`config.mk`:
```
export PLATFORM = sky130hd
export DESIGN_NAME = fifo_rd_streamer
export DESIGN_NICKNAME = d
export VERILOG_FILES = /design/src/rtl/fifo_rd_streamer_pkg.sv /design/src/rtl/fifo_skid2.sv /design/src/rtl/fifo_rd_streamer.sv
export SDC_FILE = /design/constraint.sdc
export NUM_CORES = 1
export LEC_CHECK = 0
export ABC_AREA = 1
export CORE_ASPECT_RATIO = 1.25
export CORE_MARGIN = 1
export CORE_UTILIZATION = 52
export DETAILED_ROUTE_END_ITERATION = 10
export MAX_ROUTING_LAYER = met4
export PLACE_DENSITY = 0.91
export SLEW_MARGIN = 25
export SYNTH_ARGS = -nofsm -noshare
export SYNTH_HDL_FRONTEND = slang
export SYNTH_SLANG_ARGS = --single-unit
```
`constraint.sdc`:
```
create_clock -name clk_i -period 2.1 [get_ports clk_i]
set_input_delay 0.42 -clock clk_i [delete_from_list [all_inputs] [get_ports clk_i]]
set_output_delay 0.42 -clock clk_i [all_outputs]
set_load 0.02 [all_outputs]
```
`src/rtl/fifo_rd_streamer_pkg.sv`:
```
// Shared definitions for the FIFO read-side streamer and its skid buffer.
package fifo_rd_streamer_pkg;

  typedef enum logic [1:0] {
    IDLE   = 2'd0,
    STREAM = 2'd1,
    FLUSH  = 2'd2
  } state_t;

  localparam int unsigned SKID_DEPTH = 2;

  // Defaults shared with the asynchronous FIFO.
  localparam int DEFAULT_WIDTH     = 8;
  localparam int DEFAULT_BURST_LEN = 4;

endpackage

```
`src/rtl/fifo_skid2.sv`:
```
// Two-entry register skid buffer; entry 0 is the head and drives the output.
module fifo_skid2
  import fifo_rd_streamer_pkg::*;
#(
  parameter int WIDTH = DEFAULT_WIDTH
) (
  input  logic             clk_i,
  input  logic             rst_i,
  input  logic             push_i,
  input  logic [WIDTH-1:0] data_i,
  input  logic             pop_i,
  input  logic             flush_i,
  output logic [WIDTH-1:0] head_o,
  output logic             valid_o,
  output logic [1:0]       count_o
);

  logic [WIDTH-1:0] ent0_q;
  logic [WIDTH-1:0] ent1_q;
  logic [1:0]       cnt_q;

  // Entry storage and occupancy; flush empties the buffer outright.
  always_ff @(posedge clk_i or posedge rst_i) begin
    if (rst_i) begin
      ent0_q <= '0;
      ent1_q <= '0;
      cnt_q  <= '0;
    end else if (flush_i) begin
      ent0_q <= '0;
      ent1_q <= '0;
      cnt_q  <= '0;
    end else begin
      case ({push_i, pop_i})
        2'b10: begin
          if (cnt_q == 2'd0) ent0_q <= data_i;
          else               ent1_q <= data_i;
          cnt_q <= cnt_q + 2'd1;
        end
        2'b01: begin
          ent0_q <= ent1_q;
          cnt_q  <= cnt_q - 2'd1;
        end
        2'b11: begin
          // Pop and push together: occupancy stays, order is preserved.
          if (cnt_q == 2'd1) begin
            ent0_q <= data_i;
          end else begin
            ent0_q <= ent1_q;
            ent1_q <= data_i;
          end
        end
        default: ;
      endcase
    end
  end

  assign head_o  = ent0_q;
  assign valid_o = (cnt_q != 2'd0);
  assign count_o = cnt_q;

endmodule

```
`src/rtl/fifo_rd_streamer.sv`:
```
// FIFO read-port to valid/ready stream converter with burst framing,
// flush and sticky underflow error reporting.
module fifo_rd_streamer
  import fifo_rd_streamer_pkg::*;
#(
  parameter int WIDTH      = DEFAULT_WIDTH,
  parameter int BURST_LEN  = DEFAULT_BURST_LEN,
  parameter int BCNT_WIDTH = 2,
  parameter int WCNT_WIDTH = 16
) (
  input  logic                  clk_i,
  input  logic                  rst_i,
  input  logic                  fifo_empty_i,
  output logic                  fifo_rd_en_o,
  input  logic [WIDTH-1:0]      fifo_rdata_i,
  input  logic                  fifo_rd_error_i,
  output logic [WIDTH-1:0]      m_data_o,
  output logic                  m_valid_o,
  input  logic                  m_ready_i,
  output logic                  m_last_o,
  input  logic                  flush_i,
  output logic                  busy_o,
  output logic                  err_o,
  input  logic                  err_clr_i,
  output logic [WCNT_WIDTH-1:0] word_cnt_o
);

  localparam logic [BCNT_WIDTH-1:0] LAST_BEAT = BCNT_WIDTH'(BURST_LEN - 1);

  state_t                  state_q, state_d;
  logic                    rd_en_q;   // doubles as the in-flight flag
  logic [1:0]              skid_count;
  logic                    skid_valid;
  logic [WIDTH-1:0]        skid_head;
  logic [BCNT_WIDTH-1:0]   beat_q;
  logic [WCNT_WIDTH-1:0]   wcnt_q;
  logic                    err_q;
  logic                    issue, handshake, ret_err, push, pop;

  assign handshake = skid_valid & m_ready_i;
  assign issue     = (state_q != FLUSH) && !flush_i && !fifo_empty_i &&
                     (({1'b0, skid_count} + {2'b00, rd_en_q}) < 3'(SKID_DEPTH));
  assign ret_err   = rd_en_q & fifo_rd_error_i;
  assign push      = rd_en_q & ~fifo_rd_error_i & ~flush_i & (state_q != FLUSH);
  assign pop       = handshake & ~flush_i;

  fifo_skid2 #(.WIDTH(WIDTH)) u_skid (
    .clk_i   (clk_i),
    .rst_i   (rst_i),
    .push_i  (push),
    .data_i  (fifo_rdata_i),
    .pop_i   (pop),
    .flush_i (flush_i),
    .head_o  (skid_head),
    .valid_o (skid_valid),
    .count_o (skid_count)
  );

  // State register.
  always_ff @(posedge clk_i or posedge rst_i) begin
    if (rst_i) state_q <= IDLE;
    else       state_q <= state_d;
  end

  // Next-state logic; flush overrides every state.
  always_comb begin
    state_d = state_q;
    if (flush_i) begin
      state_d = FLUSH;
    end else begin
      case (state_q)
        IDLE:    if (issue) state_d = STREAM;
        STREAM:  if (skid_count == 2'd0 && !rd_en_q && fifo_empty_i) state_d = IDLE;
        FLUSH:   if (!rd_en_q) state_d = IDLE;
        default: state_d = IDLE;
      endcase
    end
  end

  // Registered read enable; the read is in flight for exactly one cycle.
  always_ff @(posedge clk_i or posedge rst_i) begin
    if (rst_i) rd_en_q <= 1'b0;
    else       rd_en_q <= issue;
  end

  // Beat counter for burst framing and delivered-word counter.
  always_ff @(posedge clk_i or posedge rst_i) begin
    if (rst_i) begin
      beat_q <= '0;
      wcnt_q <= '0;
    end else begin
      if (handshake) wcnt_q <= wcnt_q + WCNT_WIDTH'(1);
      if (flush_i)                beat_q <= '0;
      else if (handshake) begin
        if (beat_q == LAST_BEAT)  beat_q <= '0;
        else                      beat_q <= beat_q + BCNT_WIDTH'(1);
      end
    end
  end

  // Sticky underflow flag; a new error wins over a clear.
  always_ff @(posedge clk_i or posedge rst_i) begin
    if (rst_i)          err_q <= 1'b0;
    else if (ret_err)   err_q <= 1'b1;
    else if (err_clr_i) err_q <= 1'b0;
  end

  assign fifo_rd_en_o = rd_en_q;
  assign m_data_o     = skid_head;
  assign m_valid_o    = skid_valid;
  assign m_last_o     = skid_valid && (beat_q == LAST_BEAT);
  assign busy_o       = (state_q != IDLE);
  assign err_o        = err_q;
  assign word_cnt_o   = wcnt_q;

endmodule

```
# --- Word-level counts from Yosys, hierarchy flattened ---
# Cells that the tools add are included.
totals:
  input_bits: 15
  latchBits: 0
  memories: 0
  output_inout_bits: 29
  elab_cells: 77
  reg_bits: 40
  ram_bits: 0
  mem_bits_ro: 0
op_classes:
  multipliers: 0
  n_mux: 20
  magnitude_cmp: 1
  add_sub_neg: 5
  n_reduce_logical: 21
  n_shift: 0
  eq_ne: 14
  bitwise: 8
  div_mod_pow: 0
op_table:
  columns: ["cell", "count"]
  rows:
  - ["8-bit two-way mux", 6]
  - ["8-bit case mux with 3 select lines", 1]
  - ["3-bit inequality test, second input constant", 6]
  - ["16-bit by 1-bit adder with 16-bit output, second input constant", 1]
  - ["2-bit two-way mux", 8]
  - ["8-bit case mux with 2 select lines", 1]
  - ["2-bit == test, second input constant", 4]
  - ["2-bit nonzero test", 4]
  - ["1-bit bitwise AND", 6]
  - ["2-bit by 1-bit == test with 1-bit output, second input constant", 3]
  - ["1-bit logical AND", 6]
  - ["2-bit case mux with 3 select lines", 1]
  - ["3-bit AND reduction", 2]
  - ["3-bit nonzero test", 2]
  - ["2-bit by 1-bit adder with 2-bit output, second input constant", 2]
  - ["2-bit zero test", 2]
  - ["2-bit case mux with 2 select lines", 1]
  - ["4-bit nonzero test", 1]
  - ["2-bit by 1-bit adder with 3-bit output", 1]
  - ["1-bit zero test", 3]
  - ["3-bit by 2-bit < comparator with 1-bit output, second input constant", 1]
  - ["1-bit two-way mux", 2]
  - ["2-bit inequality test, second input constant", 1]
  - ["1-bit inverter", 2]
  - ["other kinds (2)", 2]

# --- Logic depth before layout (Yosys ltp) ---
# Gate-level depths: netlist of run 1.
logic_depth:
  word_depth: 7
  ltp_mapped: 11
  mapped_depth_nobuf: 11

# --- Hierarchy ---
# Synthesis of run 1 repeated with hierarchy kept, for this count alone.
hier_totals:
  hier_cells: 264
  hier_area_um2: 2110.8
by_module_without_submodules:
  columns: ["mod", "seq_area_each_um2", "cells_per_inst", "instances", "area_each_um2"]
  rows:
  - ["fifo_rd_streamer", 550.5, 131, 1, 1106.1]
  - ["fifo_skid2", 450.4, 133, 1, 1004.7]

# --- Worst setup path before layout of run 1 ---
# OpenSTA, ideal clock, no wires.
synth_timing:
  path_type: "register to register"
  from: "register u_skid.cnt_q[0] (netlist: u_skid.count_o[0])"
  to: "register wcnt_q[12] (netlist: word_cnt_o[12])"
  path_stages_with_launch: 11
  arrival_ns: 1.550
  path_buffers: 0
  setup_ns: 0.117
  path_slack_ns: 0.432
  synth_period_minus_slack_ns: 1.668
  required_time_ns: 1.983
  cell_sequence: "dfrtp_1 > inv_1 > ha_1 > inv_2 > nand2_8 > nor2_2 > nand2_1 > nor2_4 > nand3_1 > nand2_1 > nand2_1"
synth_between:
  elab_chain_cells: 2
synth_rtl:
  columns: ["element", "line", "rtl"]
  rows:
  - ["start, declared", "fifo_skid2.sv:20", "logic [1:0] cnt_q;"]
  - ["start signal, assigned", "fifo_skid2.sv:37", "cnt_q <= cnt_q + 2'd1;"]
  - ["start signal, assigned", "fifo_skid2.sv:41", "cnt_q <= cnt_q - 2'd1;"]
  - ["2-bit nonzero test", "fifo_skid2.sv:58", "assign valid_o = (cnt_q != 2'd0);"]
  - ["net m_valid_o", "fifo_rd_streamer.sv:18", "output logic m_valid_o,"]
  - ["1-bit bitwise AND", "fifo_rd_streamer.sv:40", "assign handshake = skid_valid & m_ready_i;"]
  - ["end signal, assigned", "fifo_rd_streamer.sv:92", "if (handshake) wcnt_q <= wcnt_q + WCNT_WIDTH'(1);"]
  - ["end, declared", "fifo_rd_streamer.sv:36", "logic [WCNT_WIDTH-1:0] wcnt_q;"]
# The timed path passes the listed nets, and every way through them passes these cells.
# A chain may end at the register's enable or synchronous reset.

# --- Worst setup path in the final report of run 1 ---
layout_timing:
  from: "register u_skid.cnt_q[0] (netlist: u_skid.count_o[0])"
  to: "output port m_valid_o"
layout_between:
  elab_chain_cells: 1
layout_rtl:
  columns: ["element", "line"]
  rows:
  - ["2-bit nonzero test", "fifo_skid2.sv:58"]
  - ["end, declared", "fifo_rd_streamer.sv:18"]
# No other way between the ends.

==> results of run 1 <==
==> flip-flops by register name, indices dropped and copies added (netlist names) <==
register        flops
u_skid.head_o       8
err_o               1
fifo_rd_en_o        1
beat_q              2
word_cnt_o         16
u_skid.ent1_q       8
u_skid.count_o      2
state_q             2
==> worst max path at each step <==
stage,from,end,slack (ns)
after detailed placement,flush_i,u_skid.count_o[0],0.17
after CTS,u_skid.count_o[0],m_valid_o,0.17
after global placement,flush_i,u_skid.head_o[0],0.19
after floorplan,u_skid.count_o[0],word_cnt_o[12],0.43
final,u_skid.count_o[0],m_valid_o,0.19
after global routing,u_skid.count_o[0],m_last_o,0.09
==> logic make-up (layout without fill, tap and decap cells) <==
kind of cell,count (synthesis),after routing
and+or+nand+nor,198,198
buffers and inverters,46,98
DFF,40,40
AOI/OAI and AO/OA,18,18
xor gates and xnor gates,8,8
adders and majority gates,4,4
==> area by class of cell <==
cell class                      instances  area share (%)
Tap cell                               58            2.44
Timing Repair Buffer                   52            16.7
Inverter                               38            4.88
Clock inverter                          2            1.18
Clock buffer                            6            2.44
Multi-Input combinational cell        228            38.8
Sequential cell                        40            33.6
==> worst max-delay path: stages (launching register included) <==
cell and delay (ns):
dfrtp_1 0.40, inv_1 0.09, ha_1 0.25, inv_2 0.12, dlygate4sd2_1 0.34
==> cell usage after synthesis <==
| cell type | n |
|---|---|
| a22o_1 | 1 |
| buf_2 | 1 |
| buf_4 | 3 |
| buf_6 | 2 |
| clkbuf_1 | 2 |
| dfrtp_1 | 40 |
| ha_1 | 4 |
| inv_1 | 32 |
| inv_2 | 5 |
| inv_4 | 1 |
| nand2_1 | 104 |
| nand2_4 | 1 |
| nand2_8 | 1 |
| nand3_1 | 24 |
| nand3_2 | 2 |
| nand3_4 | 1 |
| nand4_1 | 15 |
| nor2_1 | 41 |
| nor2_2 | 2 |
| nor2_4 | 4 |
| nor2_8 | 2 |
| nor3_1 | 1 |
| o21ai_0 | 2 |
| o21ai_1 | 11 |
| o21ai_2 | 1 |
| o21bai_1 | 1 |
| o22ai_1 | 1 |
| o31ai_1 | 1 |
| xnor2_1 | 3 |
| xor2_1 | 5 |
==> repair_timing <==
item	CTS	global route
gates resized for setup	2	0
endpoints found under the setup margin	2	0
endpoints found under the hold margin	0	0
hold buffers	0	0
==> layer usage <==
| metal | routed length, um | vias up |
|---|---|---|
| li1 | - | 1095 |
| met1 | 2090 | 1027 |
| met2 | 2680 | 55 |
| met3 | 178 | 12 |
| met4 | 104 | 0 |
| met5 | 0 | - |
==> through the flow <==
stage          hold WS [ns]  std cells
2_1_floorplan         0.446        314
3_3_place_gp          0.481        416
3_5_place_dp          0.489        416
4_1_cts               0.501        424
5_1_grt               0.532        424
6_report              0.504        424
==> power by group <==
part | internal [W] | switching [W]
logic | 0.000370 | 0.000509
registers | 0.000888 | 0.000120
clock network | 0.000353 | 0.000260
total | 0.00161 | 0.000889
==> cell usage in the layout, fill, tap and decap left out, types with 3 or more instances in the layout <==
master | Yosys | final
dfrtp_1 | 40 | 40
nand4_1 | 15 | 15
inv_2 | 5 | 5
clkdlybuf4s50_1 | 0 | 41
xnor2_1 | 3 | 3
nand3_1 | 24 | 24
ha_1 | 4 | 4
xor2_1 | 5 | 5
nand2_1 | 104 | 104
nor2_1 | 41 | 41
clkbuf_8 | 0 | 5
nor2_4 | 4 | 4
inv_1 | 32 | 32
o21ai_1 | 11 | 11
buf_4 | 3 | 9
==> impl_metrics.env, run 1 <==
export IMPL_grtUsageTotal_pct=24.4
export IMPL_critical_path_class="reg -> out"
export IMPL_yosysWarnings=0
export IMPL_num_rows=27
export IMPL_p_total_w=0.00250
export IMPL_status="finished clean"
export IMPL_utilization_pct=67.7
export IMPL_synth_seq_area_share_pct=42.5
export IMPL_place_worst_setup_slack_ns=0.170
export IMPL_syn_num_nets=333
export IMPL_fmax_mhz=524
export IMPL_r2r_start="u_skid.count_o[0]"
export IMPL_place_gp_congestion=0.851
export IMPL_cts_tree="done"
export IMPL_rsz0062_at_grt="no"
export IMPL_layout_drive_gt1_share_pct=9.84
export IMPL_synth_top_cells_by_area="dfrtp_1, nand2_1, nor2_1"
export IMPL_via_count=2189
export IMPL_use_met2_pct=41.4
export IMPL_p_leak_nw=1.46
export IMPL_syn_inst=314
export IMPL_grt_use_met1_pct=28.0
export IMPL_final_area_um2=2980
export IMPL_worstRegToRegCells=10
export IMPL_relSlewSlack_pct=66.0
export IMPL_antenna_cells=0
export IMPL_core_area_um2=4390
export IMPL_rrSetupSlack_ns=0.35
export IMPL_vias_per_cell=5.16
export IMPL_r2r_end="word_cnt_o[14]"
export IMPL_synth_cell_types=30
export IMPL_report_final_slew_viol_count=0
export IMPL_fin_crit_ns=1.91
export IMPL_crit_fanout=4
export IMPL_drt_iter0_markers=128
export IMPL_clock_sinks=40
export IMPL_worst_pin_slew_ns=0.510
export IMPL_fin_crit_sh_pct=90.9
export IMPL_final_fill_count=352
export IMPL_cts_inserted_buffers=5
export IMPL_dp_hpwl_um=3750
export IMPL_crit_required_ns=1.68
export IMPL_holdPathStages=1
export IMPL_clk_latency_ns=0.29
export IMPL_wire_per_inst_um=11.9
export IMPL_synth_compound_area_share_pct=4.41
export IMPL_critPathArrivalTime_ns=1.49
export IMPL_synth_top_family_by_area="simple AND/OR/NAND/NOR gates"
export IMPL_setup_viol_count_final=0
export IMPL_dr_pass1_iters=4
export IMPL_htree_levels=2
export IMPL_num_io_pins=44
export IMPL_synth_top_cell_by_area="dfrtp_1"
export IMPL_netlist_area_leader_share_pct=42.5
export IMPL_grt_ovfl_total=0
export IMPL_die_h_um=77.3
export IMPL_place_area_um2=2870
export IMPL_hold_start="beat_q[0]"
export IMPL_multi_input_area_um2=1150
export IMPL_ant_nets=0
export IMPL_ys_ff_latch=40
export IMPL_clock_path_buffers=2
export IMPL_cap_violations=0
export IMPL_tns_ns=0
export IMPL_clk_pin_slew_ns=0.07
export IMPL_synth_area_um2=2360
export IMPL_ff_latch_area_um2=1000
export IMPL_grt_pass1_vias=2052
export IMPL_grt_max_degree=41
export IMPL_nets=384
export IMPL_muxShareOfSynthArea_pct=0
export IMPL_busiest_layer="met2"
export IMPL_cts_setup_buffers=0
export IMPL_dieArea_um2=4810
export IMPL_drt_total_wl_um=5060
export IMPL_worstHoldEndpoint="beat_q[0]"
export IMPL_yosys_area_share_adder_pct=2.12
export IMPL_finClkSkew_ns=0.00677
export IMPL_port_buffers=43
export IMPL_finalHoldViolCount=0
export IMPL_start_kind="flop"
export IMPL_avgSynthCellArea_um2=7.51
export IMPL_hold_path_class="reg -> reg"
export IMPL_power_per_cell_area_nw_per_um2=840
export IMPL_grt_pass1_wl_um=9140
export IMPL_cts_root_buf="clkbuf_8"
export IMPL_area_growth_pct=26.2
export IMPL_drc_errors=0
export IMPL_setup_slack_ns=0.191
export IMPL_critPathCaptureType="primary output"
export IMPL_antenna_found_initial=0
export IMPL_start_util_pct=53.7
export IMPL_synth_xor_area_share_pct=2.97
export IMPL_met3_usage_pct=4.91
export IMPL_peakVddDrop_mv=0.452
export IMPL_dieWidth_um=62.2
export IMPL_synthSimpleGateAreaFrac_pct=39.4
(Power assumes the default switching activity.)
==> run 2: changes to the inputs <==
--- a/config.mk
+++ b/config.mk
@@ -6,7 +6,7 @@
 export NUM_CORES = 1
 export LEC_CHECK = 0
 export ABC_AREA = 1
-export CORE_ASPECT_RATIO = 1.25
+export CORE_ASPECT_RATIO = 0.9
 export CORE_MARGIN = 1
 export CORE_UTILIZATION = 52
 export DETAILED_ROUTE_END_ITERATION = 10
==> constraint.sdc (replaced) <==
create_clock -name clk_i -period 2.05 [get_ports clk_i]
set_input_delay 0.41 -clock clk_i [delete_from_list [all_inputs] [get_ports clk_i]]
set_output_delay 0.41 -clock clk_i [all_outputs]
set_load 0.02 [all_outputs]
==> impl_metrics.env, run 2 (synthesis gave the netlist of run 1 again) <==
export IMPL_cts_tree="done"
export IMPL_path_cells="inv_1 -> ha_1 -> inv_2 -> dlygate4sd2_1"
export IMPL_antenna_found_initial=0
export IMPL_worstRegToRegCells=10
export IMPL_grt_max_degree=41
export IMPL_p_total_w=0.00262
export IMPL_num_rows=22
export IMPL_status="finished clean"
export IMPL_intPower_w=0.00169
export IMPL_p_comb_share_pct=34.3
export IMPL_area_growth_pct=26.9
export IMPL_fin_crit_ns=1.91
export IMPL_grt_pass1_wl_um=9180
export IMPL_critPathCaptureType="primary output"
export IMPL_finalHoldViolCount=0
export IMPL_clk_latency_ns=0.30
export IMPL_crit_required_ns=1.64
export IMPL_finalNonFillerCells=426
export IMPL_setup_slack_ns=0.142
export IMPL_via_count=2187
export IMPL_tns_ns=0
export IMPL_worst_pin_slew_ns=0.505
export IMPL_clock_path_buffers=2
export IMPL_clk_pin_slew_ns=0.08
export IMPL_start_kind="flop"
export IMPL_htree_levels=2
export IMPL_cts_root_buf="clkbuf_8"
export IMPL_cap_violations=0
export IMPL_num_io_pins=44
export IMPL_finClkSkew_ns=0.0116
export IMPL_place_gp_congestion=0.877
export IMPL_antenna_cells=0
export IMPL_vias_per_cell=5.13
export IMPL_grt_ovfl_total=0
export IMPL_fmax_mhz=524
export IMPL_place_worst_setup_slack_ns=0.138
export IMPL_fin_crit_sh_pct=93.1
export IMPL_dp_cells=418
export IMPL_dp_hpwl_um=3770
export IMPL_grtUsageTotal_pct=26.0
export IMPL_cts_setup_buffers=0
export IMPL_dr_pass1_iters=4
export IMPL_dieWidth_um=73.0
export IMPL_start_util_pct=56.0
export IMPL_switching_share_pct=35.6
export IMPL_setup_viol_count_final=0
export IMPL_postCtsHoldBufs=0
export IMPL_ant_nets=0
export IMPL_relSlewSlack_pct=66.3
export IMPL_crit_fanout=4
export IMPL_nets=384
export IMPL_drt_iter0_markers=140
export IMPL_largest_reg_flops=16
export IMPL_clockPowerShare_pct=26.2
export IMPL_grt_pass1_vias=2098
export IMPL_layout_drive_gt1_share_pct=10.1
export IMPL_utilization_pct=71.0
export IMPL_pwr_share_seq_pct=39.5
export IMPL_critical_path_class="reg -> out"
export IMPL_p_leak_nw=1.47
export IMPL_final_common_cell="nand2_1"
export IMPL_final_fill_count=337
export IMPL_die_h_um=65.9
export IMPL_drt_total_wl_um=5260
export IMPL_slowest_delay_ns=0.42
export IMPL_power_per_cell_area_nw_per_um2=875
export IMPL_clock_sinks=40
export IMPL_p_sw_w=0.000932
export IMPL_holdPathStages=1
export IMPL_rsz0062_at_grt="no"
export IMPL_drc_errors=0
export IMPL_dieArea_um2=4810
export IMPL_core_area_um2=4210
export IMPL_critPathArrivalTime_ns=1.50
export IMPL_cts_inserted_buffers=5
export IMPL_wire_per_inst_um=12.3
export IMPL_report_final_slew_viol_count=0
export IMPL_peakVddDrop_mv=0.549
export IMPL_hold_path_class="reg -> reg"
export IMPL_cp_slowest_cell="dfrtp_1"
export IMPL_port_buffers=43
export IMPL_layout_common_cells="nand2_1, nor2_1, clkdlybuf4s50_1, dfrtp_1, inv_1"
run 2: worst max-delay path, delay by kind of cell (launching register included):
family | cells | cell delay (ns)
DFF | 1 | 0.42
buffers and inverters | 3 | 0.53
adders and majority gates | 1 | 0.24
run 2: what timing repair did:
action | 4_1_cts | 5_1_grt
endpoints found under the setup margin | 2 | 0
hold endpoints to repair | 0 | 0
resized for setup | 2 | 0
run 2: path summary, 6_finish.rpt:
kind / start / end / slack (ns)
worst max-delay path: u_skid.count_o[0] / m_valid_o / 0.14
worst min-delay path: beat_q[0] / beat_q[0] / 0.50
worst max register to register: u_skid.count_o[0] / word_cnt_o[12] / 0.31
worst min register to register: beat_q[0] / beat_q[0] / 0.50
max in group asynchronous: rst_i / u_skid.count_o[0] / 1.16
min in group asynchronous: rst_i / word_cnt_o[10] / 0.53
run 2: power by group through the flow:
| stage | clock, W | combinational [W] | sequential, W |
|---|---|---|---|
| after CTS | 0.000699 | 0.000904 | 0.00103 |
| after floorplan | 0 | 0.000439 | 0.00114 |
| after detailed placement | 0 | 0.000904 | 0.00104 |
| after global routing | 0.000732 | 0.000989 | 0.00104 |
| after global placement | 0 | 0.000880 | 0.00103 |
| final | 0.000686 | 0.000899 | 0.00103 |
run 2: metal layers:
layer,global-route usage [%],part of all wire [%],up-vias
li1,-,-,1096
met1,30.3,41,1016
met2,44.6,52,68
met3,4.88,5.4,7
met4,10.3,1.3,0
met5,-,0,-
run 2: through the flow:
step | hold slack, ns | instance area, um2
final | 0.502 | 2990
after global routing | 0.509 | 2990
after CTS | 0.498 | 2990
after detailed placement | 0.484 | 2870
after global placement | 0.477 | 2870
after floorplan | 0.446 | 2360
run 2: area by class of cell:
cell class                      instances  area (um2)  share of cell area, %
Clock buffer                            6        82.6                   2.76
Clock inverter                          2        38.8                   1.30
Inverter                               38         145                   4.85
Multi-Input combinational cell        228        1150                   38.6
Sequential cell                        40        1000                   33.5
Tap cell                               60        75.1                   2.51
Timing Repair Buffer                   52         495                   16.6
